File: config.mk
export PLATFORM = sky130hd
export DESIGN_NAME = pipeline_skid_reg
export DESIGN_NICKNAME = d
export VERILOG_FILES = /design/src/rtl/pipeline_skid_reg_pkg.sv /design/src/rtl/pipeline_skid_reg.sv
export SDC_FILE = /design/constraint.sdc
export NUM_CORES = 1
export LEC_CHECK = 0
export ABC_AREA = 1
export BUFFER_PORTS_ARGS = -buffer_cell sky130_fd_sc_hd__buf_4
export CORE_MARGIN = 2
export CORE_UTILIZATION = 44
export CTS_CLUSTER_DIAMETER = 30
export DETAILED_ROUTE_END_ITERATION = 7
export PLACE_DENSITY = 0.67
export SKIP_LAST_GASP = 1
export SYNTH_ARGS = -nofsm -noshare
export SYNTH_HDL_FRONTEND = slang
export SYNTH_SLANG_ARGS = --single-unit
File: constraint.sdc
create_clock -name CLK -period 1.8 [get_ports CLK]
set_clock_uncertainty 0.2 [all_clocks]
set_input_delay 0.09 -clock CLK [delete_from_list [all_inputs] [get_ports CLK]]
set_output_delay 0.09 -clock CLK [all_outputs]
set_load 0.1 [all_outputs]
File: src/rtl/pipeline_skid_reg_pkg.sv
// rtl/pipeline_skid_reg_pkg.sv - shared occupancy encodings and stage payload widths
package pipeline_skid_reg_pkg;

  typedef enum logic [1:0] {
    OCC_EMPTY = 2'd0,
    OCC_ONE   = 2'd1,
    OCC_FULL  = 2'd2
  } occ_state_e;

  localparam int IF_ID_WIDTH        = 64;
  localparam int ID_EX_WIDTH        = 128;
  localparam int EX_MEM_WIDTH       = 112;
  localparam int MEM_WB_WIDTH       = 72;
  localparam int DEFAULT_CNT_WIDTH  = 16;

  function automatic logic [1:0] occ_of(input logic main_valid, input logic skid_valid);
    return {1'b0, main_valid} + {1'b0, skid_valid};
  endfunction

endpackage

File: src/rtl/pipeline_skid_reg.sv
// rtl/pipeline_skid_reg.sv - elastic two-entry pipeline register with flush and stall counter
module pipeline_skid_reg
  import pipeline_skid_reg_pkg::*;
#(
  parameter int                    DATA_WIDTH  = IF_ID_WIDTH,
  parameter logic [DATA_WIDTH-1:0] BUBBLE_DATA = {DATA_WIDTH{1'b0}},
  parameter int                    CNT_WIDTH   = DEFAULT_CNT_WIDTH
) (
  input  logic                  CLK,
  input  logic                  RESET,
  input  logic                  FLUSH,
  input  logic                  IN_VALID,
  output logic                  IN_READY,
  input  logic [DATA_WIDTH-1:0] IN_DATA,
  output logic                  OUT_VALID,
  input  logic                  OUT_READY,
  output logic [DATA_WIDTH-1:0] OUT_DATA,
  output logic [1:0]            OCCUPANCY,
  output logic [CNT_WIDTH-1:0]  STALL_CNT
);

  occ_state_e            state;
  logic [DATA_WIDTH-1:0] main_data;
  logic [DATA_WIDTH-1:0] skid_data;
  logic                  in_ready_q;
  logic [CNT_WIDTH-1:0]  stall_q;
  logic                  main_valid;
  logic                  skid_valid;
  logic                  in_fire;
  logic                  out_fire;

  assign main_valid = (state != OCC_EMPTY);
  assign skid_valid = (state == OCC_FULL);
  assign in_fire    = IN_VALID & in_ready_q;
  assign out_fire   = main_valid & OUT_READY;

  // main_data is forced to BUBBLE_DATA whenever the main entry empties, so OUT_DATA is a plain flop
  assign IN_READY  = in_ready_q;
  assign OUT_VALID = main_valid;
  assign OUT_DATA  = main_data;
  assign OCCUPANCY = occ_of(main_valid, skid_valid);
  assign STALL_CNT = stall_q;

  always_ff @(posedge CLK) begin
    if (RESET) begin
      state      <= OCC_EMPTY;
      main_data  <= BUBBLE_DATA;
      skid_data  <= BUBBLE_DATA;
      in_ready_q <= 1'b1;
      stall_q    <= '0;
    end else begin
      if (main_valid && !OUT_READY && stall_q != {CNT_WIDTH{1'b1}}) begin
        stall_q <= stall_q + 1'b1;
      end

      if (FLUSH) begin
        state      <= OCC_EMPTY;
        main_data  <= BUBBLE_DATA;
        skid_data  <= BUBBLE_DATA;
        in_ready_q <= 1'b1;
      end else begin
        case (state)
          OCC_EMPTY: begin
            if (in_fire) begin
              main_data <= IN_DATA;
              state     <= OCC_ONE;
            end
          end
          OCC_ONE: begin
            if (in_fire && !out_fire) begin
              skid_data  <= IN_DATA;
              in_ready_q <= 1'b0;
              state      <= OCC_FULL;
            end else if (in_fire && out_fire) begin
              main_data <= IN_DATA;
            end else if (out_fire) begin
              main_data <= BUBBLE_DATA;
              state     <= OCC_EMPTY;
            end
          end
          OCC_FULL: begin
            if (out_fire) begin
              main_data  <= skid_data;
              skid_data  <= BUBBLE_DATA;
              in_ready_q <= 1'b1;
              state      <= OCC_ONE;
            end
          end
          default: begin
            main_data  <= BUBBLE_DATA;
            skid_data  <= BUBBLE_DATA;
            in_ready_q <= 1'b1;
            state      <= OCC_EMPTY;
          end
        endcase
      end
    end
  end

  always_ff @(posedge CLK) begin
    if (!RESET) begin
      assert (OCCUPANCY != 2'd3);
      assert (in_ready_q == !skid_valid);
    end
  end

endmodule
; ---- Yosys cells after proc, flatten, opt, wreduce, memory -nomap -nowiden
; Cells that the tools add are included.
[word_totals]
register_bits = 147
in_bits = 69
output_inout_bits = 84
word_cells = 49
[classes]
add_sub_neg = 2
eq_ne = 10
n_mux = 17
bitwise_logic = 3
n_reduce_logical = 12
[op_table]
columns = cell, n
row1 = 64-bit 2-to-1 mux, 6
row2 = 64-bit one-hot mux with 3 select lines, 2
row3 = "16-bit by 1-bit adder with 16-bit output, second input constant", 1
row4 = "16-bit != test, second input constant", 1
row5 = 2-bit 2-to-1 mux, 5
row6 = "3-bit != test, second input constant", 3
row7 = 4-bit AND reduction, 2
row8 = "2-bit != test, second input constant", 3
row9 = 2-bit one-hot mux with 3 select lines, 1
row10 = 1-bit logical AND, 4
row11 = 1-bit one-hot mux with 3 select lines, 1
row12 = 3-bit AND reduction, 1
row13 = 1-bit by 1-bit adder with 2-bit output, 1
row14 = 1-bit AND, 2
row15 = "2-bit by 1-bit equality test with 1-bit output, second input constant", 1
row16 = "2-bit equality test, second input constant", 1
row17 = 1-bit zero test, 2
row18 = 2-bit zero test, 1
row19 = 1-bit 2-to-1 mux, 2
row20 = "2-bit by 1-bit != test with 1-bit output, second input constant", 1
row21 = 2-bit nonzero test, 1
row22 = 2-bit OR reduction, 1
row23 = 1-bit NOT, 1

; ---- Longest topological paths before layout
; Gate-level depths: netlist of the first run.
[logic_depth]
word_depth = 6
mapped_depth = 10
depth_no_buf = 9

; ---- Least setup slack after synthesis of the first run
; OpenSTA, ideal clock, no wires.
[synth_timing]
path_type = reg2out
start = register state[1]
end = output port OCCUPANCY[0]
arrival_ps = 2752
required_ps = 1510
setup_slack_ps = -1242
path_stages_with_launch = 8
path_buffers = 2
cell_sequence = dfxtp_1 -> inv_2 -> nor2_2 -> buf_2 -> buf_1 -> inv_1 -> ha_1 -> inv_1
[synth_via]
elab_chain_len = 2
word_cells_on_any_way = 3
cone_classes = add/sub (1) / eq/ne (1) / reduce/logical (1)
[synth_rtl]
columns = element, line
row1 = "start, declared", pipeline_skid_reg.sv:22  ; occ_state_e state;
row2 = "start signal, assigned", pipeline_skid_reg.sv:46  ; state <= OCC_EMPTY;
row3 = "start signal, assigned", pipeline_skid_reg.sv:57  ; state <= OCC_EMPTY;
row4 = "start signal, assigned", pipeline_skid_reg.sv:66  ; state <= OCC_ONE;
row5 = 2-bit equality test or 2-bit nonzero test (tied branches), "pipeline_skid_reg.sv:33, pipeline_skid_reg.sv:32"
row6 = 1-bit by 1-bit adder with 2-bit output (*), pipeline_skid_reg_pkg.sv:17  ; return {1'b0, main_valid} + {1'b0, skid_valid};
row7 = "end, declared", pipeline_skid_reg.sv:18  ; output logic [1:0] OCCUPANCY,
; Mark *: on every way between the ends. The rest lies on a longest branch, timed or not.

; ---- Worst setup path in the final report of the first run
[layout_timing]
start = register state[0]
end = output port OCCUPANCY[0]
; The elaborated chain is that of the path after synthesis.

==> results of run 1 <==
==> cells in the mapped netlist <==
cell type                  count
sky130_fd_sc_hd__nand4_1       5
sky130_fd_sc_hd__buf_4         3
sky130_fd_sc_hd__a21oi_1     105
sky130_fd_sc_hd__clkbuf_1     33
sky130_fd_sc_hd__o21ai_1       3
sky130_fd_sc_hd__nor2_1      162
sky130_fd_sc_hd__nand3_1      50
sky130_fd_sc_hd__xnor2_1       2
sky130_fd_sc_hd__ha_1          2
sky130_fd_sc_hd__o21a_1        1
sky130_fd_sc_hd__dfxtp_1     147
sky130_fd_sc_hd__buf_1         6
sky130_fd_sc_hd__nand2_1     329
sky130_fd_sc_hd__inv_1        51
sky130_fd_sc_hd__o21ai_2       1
sky130_fd_sc_hd__buf_2        23
sky130_fd_sc_hd__o211ai_1     33
sky130_fd_sc_hd__o21ai_0      58
sky130_fd_sc_hd__nor2_2        3
sky130_fd_sc_hd__xor2_1        4
sky130_fd_sc_hd__inv_2         7
sky130_fd_sc_hd__nor3_1        2
==> final timing paths <==
path | start | endpoint | slack, ns | cells after the start
max | state[0] | OCCUPANCY[0] | -0.05 | 6
min | OUT_DATA[16] | OUT_DATA[16] | 0.26 | 2
max reg2reg | state[1] | OUT_DATA[3] | 0.04 | 11
min reg2reg | OUT_DATA[16] | OUT_DATA[16] | 0.26 | 2
==> cells by family (layout without fill, tap and decap cells) <==
group	Yosys count	count (layout)	synth area share
adders and majority gates	2	2	0.00370
AOI/OAI and AO/OA	201	202	0.162
and+or+nand+nor	551	551	0.318
DFF	147	147	0.435
buffers and inverters	123	367	0.0741
xor gates and xnor gates	6	6	0.00776
==> layer usage <==
layer  GRT usage  routed length (um)  vias to the layer above
li1            -                   -                     3775
met1       0.329                9440                     3372
met2       0.419               10400                      253
met3      0.0476                1220                       31
met4      0.0821                 368                        0
met5           0                   0                        -
==> through the flow <==
stage / power [mW] / cells / util / hold WS [ns]
floorplan: 4.47 / 1030 / - / -0.0382
global placement: 4.95 / 1349 / 0.558 / 0.149
detailed placement: 4.95 / 1349 / 0.558 / 0.156
CTS: 8.59 / 1456 / 0.648 / 0.260
global route: 8.99 / 1463 / 0.662 / 0.279
finish: 8.65 / 1463 / 0.662 / 0.264
==> power breakdown <==
part	internal, mW	switching (mW)	total [mW]
Combinational	0.621	1.13	1.75
Clock	2.11	1.40	3.51
Sequential	3.34	0.0547	3.39
==> worst register-to-register path, stage by stage, from the launching register on <==
cell,delay (ns)
sky130_fd_sc_hd__dfxtp_2,0.33
sky130_fd_sc_hd__inv_4,0.08
sky130_fd_sc_hd__nor2_4,0.05
sky130_fd_sc_hd__buf_4,0.14
sky130_fd_sc_hd__nand2_1,0.09
sky130_fd_sc_hd__o21ai_2,0.07
sky130_fd_sc_hd__inv_2,0.10
sky130_fd_sc_hd__nand2_8,0.10
sky130_fd_sc_hd__inv_6,0.14
sky130_fd_sc_hd__buf_12,0.17
sky130_fd_sc_hd__nand2_1,0.08
sky130_fd_sc_hd__a21oi_1,0.15
==> registers in the layout, summed over array words and instances, names as in the netlist <==
name	cells
state	2
OUT_DATA	64
STALL_CNT	16
skid_data	64
IN_READY	1
==> final cells by class <==
type | instances | area [um^2] | share of cell area
multi-input cells | 761 | 3460 | 0.345
repair buffers | 277 | 2500 | 0.250
well taps | 188 | 235 | 0.0235
clock inverters | 10 | 96.3 | 0.00961
inverters | 58 | 234 | 0.0233
clock buffers | 22 | 497 | 0.0496
flip-flops and latches | 147 | 3000 | 0.299
==> repair_timing <==
item	CTS	global route
gates cloned	0	7
setup endpoints to repair	5	123
hold buffers	68	0
pin swaps	1	4
gates resized for setup	12	28
hold endpoints to repair	147	0
buffers inserted	8	0
==> impl_metrics.env, run 1 <==
export IMPL_effective_utilization_at_floorplan=0.447
export IMPL_slew_headroom=0.755
export IMPL_post_synthesis_net_count=1101
export IMPL_netlist_cell_type_count=22
export IMPL_place_area_um2=8450
export IMPL_diodes_inserted=0
export IMPL_worst_setup_path_end_kind="output pin"
export IMPL_least_margin_pin_slew_ns=0.366
export IMPL_floorplan_io_pins=153
export IMPL_chipWidth_um=128
export IMPL_worst_setup_path_type="reg2out"
export IMPL_power_per_unit_of_standard_cell_area_nw_per_um2=863
export IMPL_gp_congestion=0.808
export IMPL_timing_critical_path_buf_inv=4
export IMPL_root_driver="sky130_fd_sc_hd__clkbuf_16"
export IMPL_final_nets=1333
export IMPL_finalSetupViolations=2
export IMPL_ys_seq_elements=147
export IMPL_number_of_vias_per_cell_after_detailed_routing=5.08
export IMPL_timing_final_crit_period_ns=1.85
export IMPL_firstDrtPassIters=5
export IMPL_cts_tree="built"
export IMPL_fmax_mhz=539
export IMPL_cts_inserted_buffers=17
export IMPL_clock_latency_ns=0.42
export IMPL_clk_pin_slew_worst_paths_ns=0.06
export IMPL_hold_path_class="reg2reg"
export IMPL_critical_path_slowest_cell="sky130_fd_sc_hd__dfxtp_4"
export IMPL_final_common_cell="sky130_fd_sc_hd__nand2_1"
export IMPL_crit_path_cell_trace="inv_4 -> nand2_2 -> buf_6 -> ha_4 -> clkinvlp_4 -> buf_12"
export IMPL_synth_warnings=0
export IMPL_finalInstanceArea_um2=10000
export IMPL_tritoncts_num_sinks=147
export IMPL_drt_wirelength_per_cell_um=14.7
export IMPL_max_cap_violations=0
export IMPL_drt_drc_violations_left=0
export IMPL_outcome="finished, violations left"
export IMPL_max_stage_delay_ns=0.37
export IMPL_required_ns=1.51
export IMPL_grt_antenna_before_repair=0
export IMPL_synth_area_per_cell_um2=6.57
export IMPL_finalCritPeriodShare=1.03
export IMPL_timing_critical_path_arrival_ns=1.56
export IMPL_dpl_worst_slack_ns=-0.0243
export IMPL_detailedRoute_firstIterationViolations=578
export IMPL_final_layout_size_suffix_gt1_frac=0.231
export IMPL_vias_post_dr=7431
export IMPL_postRouteAntennaNets=0
export IMPL_grt_util_all_layers=0.251
export IMPL_mostFrequentLayoutCells="325 x sky130_fd_sc_hd__nand2_1, 187 x sky130_fd_sc_hd__buf_4, 147 x sky130_fd_sc_hd__nor2_1"
export IMPL_grt_pass1_wl_mm=33.0
export IMPL_coreArea_um2=15100
export IMPL_cts_htree_levels=4
export IMPL_cp_top_family="buffers and inverters"
export IMPL_synth_top_area_frac=0.435
export IMPL_die_area_um2=16400
export IMPL_violations="negative setup slack"
export IMPL_synthesis_instances=1030
export IMPL_timing_max_transition_violations_final=0
export IMPL_place_detailed_hpwl_mm=12.6
export IMPL_timing_setup_tns_ns=-0.0976
export IMPL_rsz_0062_raised_after_global_routing="true"
export IMPL_via_count_of_the_first_global_routing_pass=6681
export IMPL_netlist_top_cells_area="sky130_fd_sc_hd__dfxtp_1 43%, sky130_fd_sc_hd__nand2_1 18%, sky130_fd_sc_hd__nor2_1 9.0%"
export IMPL_max_clock_path_buffers=2
export IMPL_grt_max_degree=48
export IMPL_port_buffer_count=152
export IMPL_yosysSeqAreaShare=0.435
export IMPL_biggest_area_consumer_among_synthesized_cells="sky130_fd_sc_hd__dfxtp_1"
export IMPL_route_final_wire_length_mm=21.5
export IMPL_layout_area_overhead_pct=48.1
export IMPL_syn_area_um2=6770
export IMPL_vdd_ir_drop_max_mv=0.649
export IMPL_static_leakage_nw=4.28
export IMPL_filler_cell_count=1350
export IMPL_worst_case_setup_margin_in_the_final_layout_ns=-0.0549
export IMPL_die_height_um=128
export IMPL_timing_final_hold_violations=0
export IMPL_rows=45
export IMPL_worst_setup_path_start_kind="register"
export IMPL_crit_fanout=4
export IMPL_grt_overflow_total=0
Note: power is estimated with default switching activity, not from simulation.
==> inputs of run 2 (changes only) <==
--- a/config.mk
+++ b/config.mk
@@ -11,6 +11,7 @@
 export CORE_UTILIZATION = 44
 export CTS_CLUSTER_DIAMETER = 30
 export DETAILED_ROUTE_END_ITERATION = 7
+export GPL_TIMING_DRIVEN = 0
 export PLACE_DENSITY = 0.67
 export SKIP_LAST_GASP = 1
 export SYNTH_ARGS = -nofsm -noshare
==> run 2 against run 1 <==
  * The flow still finishes with violations (negative setup slack)
  * Sequential power about the same
  * Global-route usage increased by 1.2 points
  * Critical path depth increased by 2
  * Flip-flop and latch count unchanged
  * Routed wire length increased by 0.63%
  * Register-to-register slack got worse by 0.19 ns
  * Final area decreased by 1.3%
  * First-iteration DRC count decreased by 18%
  * Die area unchanged
  * Critical path type unchanged
  * Critical endpoint unchanged
  * Highest routed layer unchanged
==> impl_metrics.env, run 2 (synthesized netlist as in run 1, its figures left out) <==
export IMPL_outcome="finished, violations left"
export IMPL_violations="negative setup slack"
export IMPL_drt_wirelength_per_cell_um=14.6
export IMPL_via_count_of_the_first_global_routing_pass=6926
export IMPL_startpoint_of_the_worst_slack_reg_to_reg_timing_path="state[1]"
export IMPL_static_leakage_nw=4.26
export IMPL_total_power_mw=8.75
export IMPL_cts_htree_levels=4
export IMPL_timing_final_hold_violations=0
export IMPL_crit_path_cell_trace="inv_6 -> nor2_4 -> buf_6 -> buf_12 -> inv_4 -> ha_4 -> clkinvlp_4 -> buf_12"
export IMPL_power_per_unit_of_standard_cell_area_nw_per_um2=885
export IMPL_die_area_um2=16400
export IMPL_final_layout_size_suffix_gt1_frac=0.221
export IMPL_grt_util_all_layers=0.263
export IMPL_vias_post_dr=7495
export IMPL_detailedRoute_firstIterationViolations=475
export IMPL_worstSetupStartpoint="state[1]"
export IMPL_coreArea_um2=15100
export IMPL_worst_setup_path_type="reg2out"
export IMPL_worst_r2r_setup_slack_ns=-0.15
export IMPL_filler_cell_count=1396
export IMPL_critical_path_slowest_cell="sky130_fd_sc_hd__dfxtp_4"
export IMPL_postRouteAntennaNets=0
export IMPL_timing_critical_path_arrival_ns=1.72
export IMPL_die_height_um=128
export IMPL_number_of_vias_per_cell_after_detailed_routing=5.06
export IMPL_clk_pin_slew_worst_paths_ns=0.06
export IMPL_slew_headroom=0.553
export IMPL_worst_case_setup_margin_in_the_final_layout_ns=-0.213
export IMPL_rows=45
export IMPL_tritoncts_num_sinks=147
export IMPL_rsz_0062_raised_after_global_routing="true"
export IMPL_post_place_cells=1370
export IMPL_drt_drc_violations_left=0
export IMPL_clock_latency_ns=0.42
export IMPL_vdd_ir_drop_max_mv=0.687
export IMPL_grt_overflow_total=0
export IMPL_grt_max_degree=17
export IMPL_cp_depth=8
export IMPL_final_common_cell="sky130_fd_sc_hd__nand2_1"
export IMPL_timing_setup_tns_ns=-2.64
export IMPL_timing_critical_path_buf_inv=6
export IMPL_rr_worst_depth=9
export IMPL_fmax_mhz=497
export IMPL_root_driver="sky130_fd_sc_hd__clkbuf_16"
export IMPL_grt_antenna_before_repair=0
export IMPL_timing_final_crit_period_ns=2.01
export IMPL_layout_area_overhead_pct=46.1
export IMPL_max_stage_delay_ns=0.38
export IMPL_finalSetupViolations=63
export IMPL_worstSetupEndpoint="OCCUPANCY[0]"
export IMPL_final_cells=1481
export IMPL_grt_pass1_wl_mm=34.1
export IMPL_least_margin_pin_slew_ns=0.668
export IMPL_hold_path_class="in2reg"
export IMPL_floorplan_io_pins=153
export IMPL_effective_utilization_at_floorplan=0.447
export IMPL_dpl_worst_slack_ns=-0.331
export IMPL_max_cap_violations=0
export IMPL_cts_inserted_buffers=17
export IMPL_gp_congestion=0.858
export IMPL_firstDrtPassIters=7
export IMPL_final_hold_worst_slack_ns=0.0275
export IMPL_max_clock_path_buffers=2
export IMPL_finalCritPeriodShare=1.12
export IMPL_critical_path_top_cell_by_count="sky130_fd_sc_hd__buf_12"
export IMPL_required_ns=1.51
export IMPL_diodes_inserted=0
export IMPL_worst_setup_path_end_kind="output pin"
export IMPL_route_final_wire_length_mm=21.6
export IMPL_timing_max_transition_violations_final=0
export IMPL_final_nets=1351
export IMPL_cts_tree="built"
export IMPL_chipWidth_um=128
export IMPL_cp_top_family="buffers and inverters"
export IMPL_place_detailed_hpwl_mm=14.4
export IMPL_crit_fanout=4
export IMPL_rr_endpoint="OUT_DATA[27]"
export IMPL_port_buffer_count=152
export IMPL_worst_setup_path_start_kind="register"
export IMPL_mostFrequentLayoutCells="322 x sky130_fd_sc_hd__nand2_1, 164 x sky130_fd_sc_hd__buf_4, 158 x sky130_fd_sc_hd__nor2_1"
-- run 2: changes by cell type in the layout (fill, tap and decap cells not counted), moves of 6 or more --
| cell | previous run | this run |
|---|---|---|
| sky130_fd_sc_hd__nor2_1 | 147 | 158 |
| sky130_fd_sc_hd__buf_4 | 187 | 164 |
| sky130_fd_sc_hd__buf_6 | 5 | 11 |
| sky130_fd_sc_hd__clkbuf_4 | 0 | 9 |
| sky130_fd_sc_hd__buf_2 | 0 | 10 |
| sky130_fd_sc_hd__clkbuf_1 | 2 | 19 |
| sky130_fd_sc_hd__buf_12 | 13 | 3 |
| sky130_fd_sc_hd__nor2_2 | 13 | 4 |
| sky130_fd_sc_hd__clkbuf_2 | 0 | 9 |
-- run 2: what timing repair did --
| action | in CTS | in global routing |
|---|---|---|
| buffers inserted | 5 | 5 |
| cloned | 0 | 1 |
| pin swaps | 2 | 3 |
| hold buffers | 68 | 0 |
| setup endpoints to repair | 142 | 149 |
| gates resized for setup | 52 | 49 |
| endpoints found under the hold margin | 136 | 0 |
-- run 2: per-layer routing --
| layer | routed length (um) | share of wire | GRT usage |
|---|---|---|---|
| met5 | 0 | 0 | 0 |
| met1 | 9560 | 0.44 | 0.331 |
| met4 | 308 | 0.014 | 0.0879 |
| met3 | 992 | 0.046 | 0.0484 |
| met2 | 10700 | 0.50 | 0.456 |
-- run 2: power by group --
group | internal [mW] | switching (mW)
sequential | 3.34 | 0.0579
clock | 2.32 | 1.37
combinational | 0.565 | 1.10
total | 6.22 | 2.52
-- run 2: cell type report --
type	count	area, um^2	area share
plain buffers	65	455	0.0461
clock buffers	22	485	0.0491
well taps	188	235	0.0238
clock inverters	10	126	0.0128
inverters	58	236	0.0239
flip-flops and latches	147	3000	0.304
repair buffers	230	1930	0.195
multi-input cells	761	3420	0.346
-- run 2: worst min path at each step --
stage / startpoint / endpoint / slack [ns] / cells past startpoint
after detailed placement: RESET / STALL_CNT[12] / 0.08 / 2
after floorplan: RESET / STALL_CNT[12] / -0.04 / 1
after CTS: FLUSH / OUT_DATA[4] / 0.0005 / 4
after global routing: FLUSH / OUT_DATA[4] / 0.02 / 4
after global placement: RESET / STALL_CNT[12] / 0.08 / 2
final: FLUSH / OUT_DATA[4] / 0.03 / 4
-- run 2: through the flow --
step	utilization	cell area, um^2
floorplan	-	6900
global placement	0.546	8280
detailed placement	0.546	8280
CTS	0.644	9750
global route	0.653	9890
finish	0.653	9890
-- run 2: worst register-to-register path: stages, from the launching register on --
cell and delay [ns]:
sky130_fd_sc_hd__dfxtp_4 0.37, sky130_fd_sc_hd__inv_6 0.08, sky130_fd_sc_hd__buf_2 0.25, sky130_fd_sc_hd__nand2_4 0.16
sky130_fd_sc_hd__buf_2 0.25, sky130_fd_sc_hd__nor2_1 0.18, sky130_fd_sc_hd__nand2_1 0.08, sky130_fd_sc_hd__nand3_1 0.11
sky130_fd_sc_hd__nand2_1 0.08, sky130_fd_sc_hd__a21oi_1 0.13
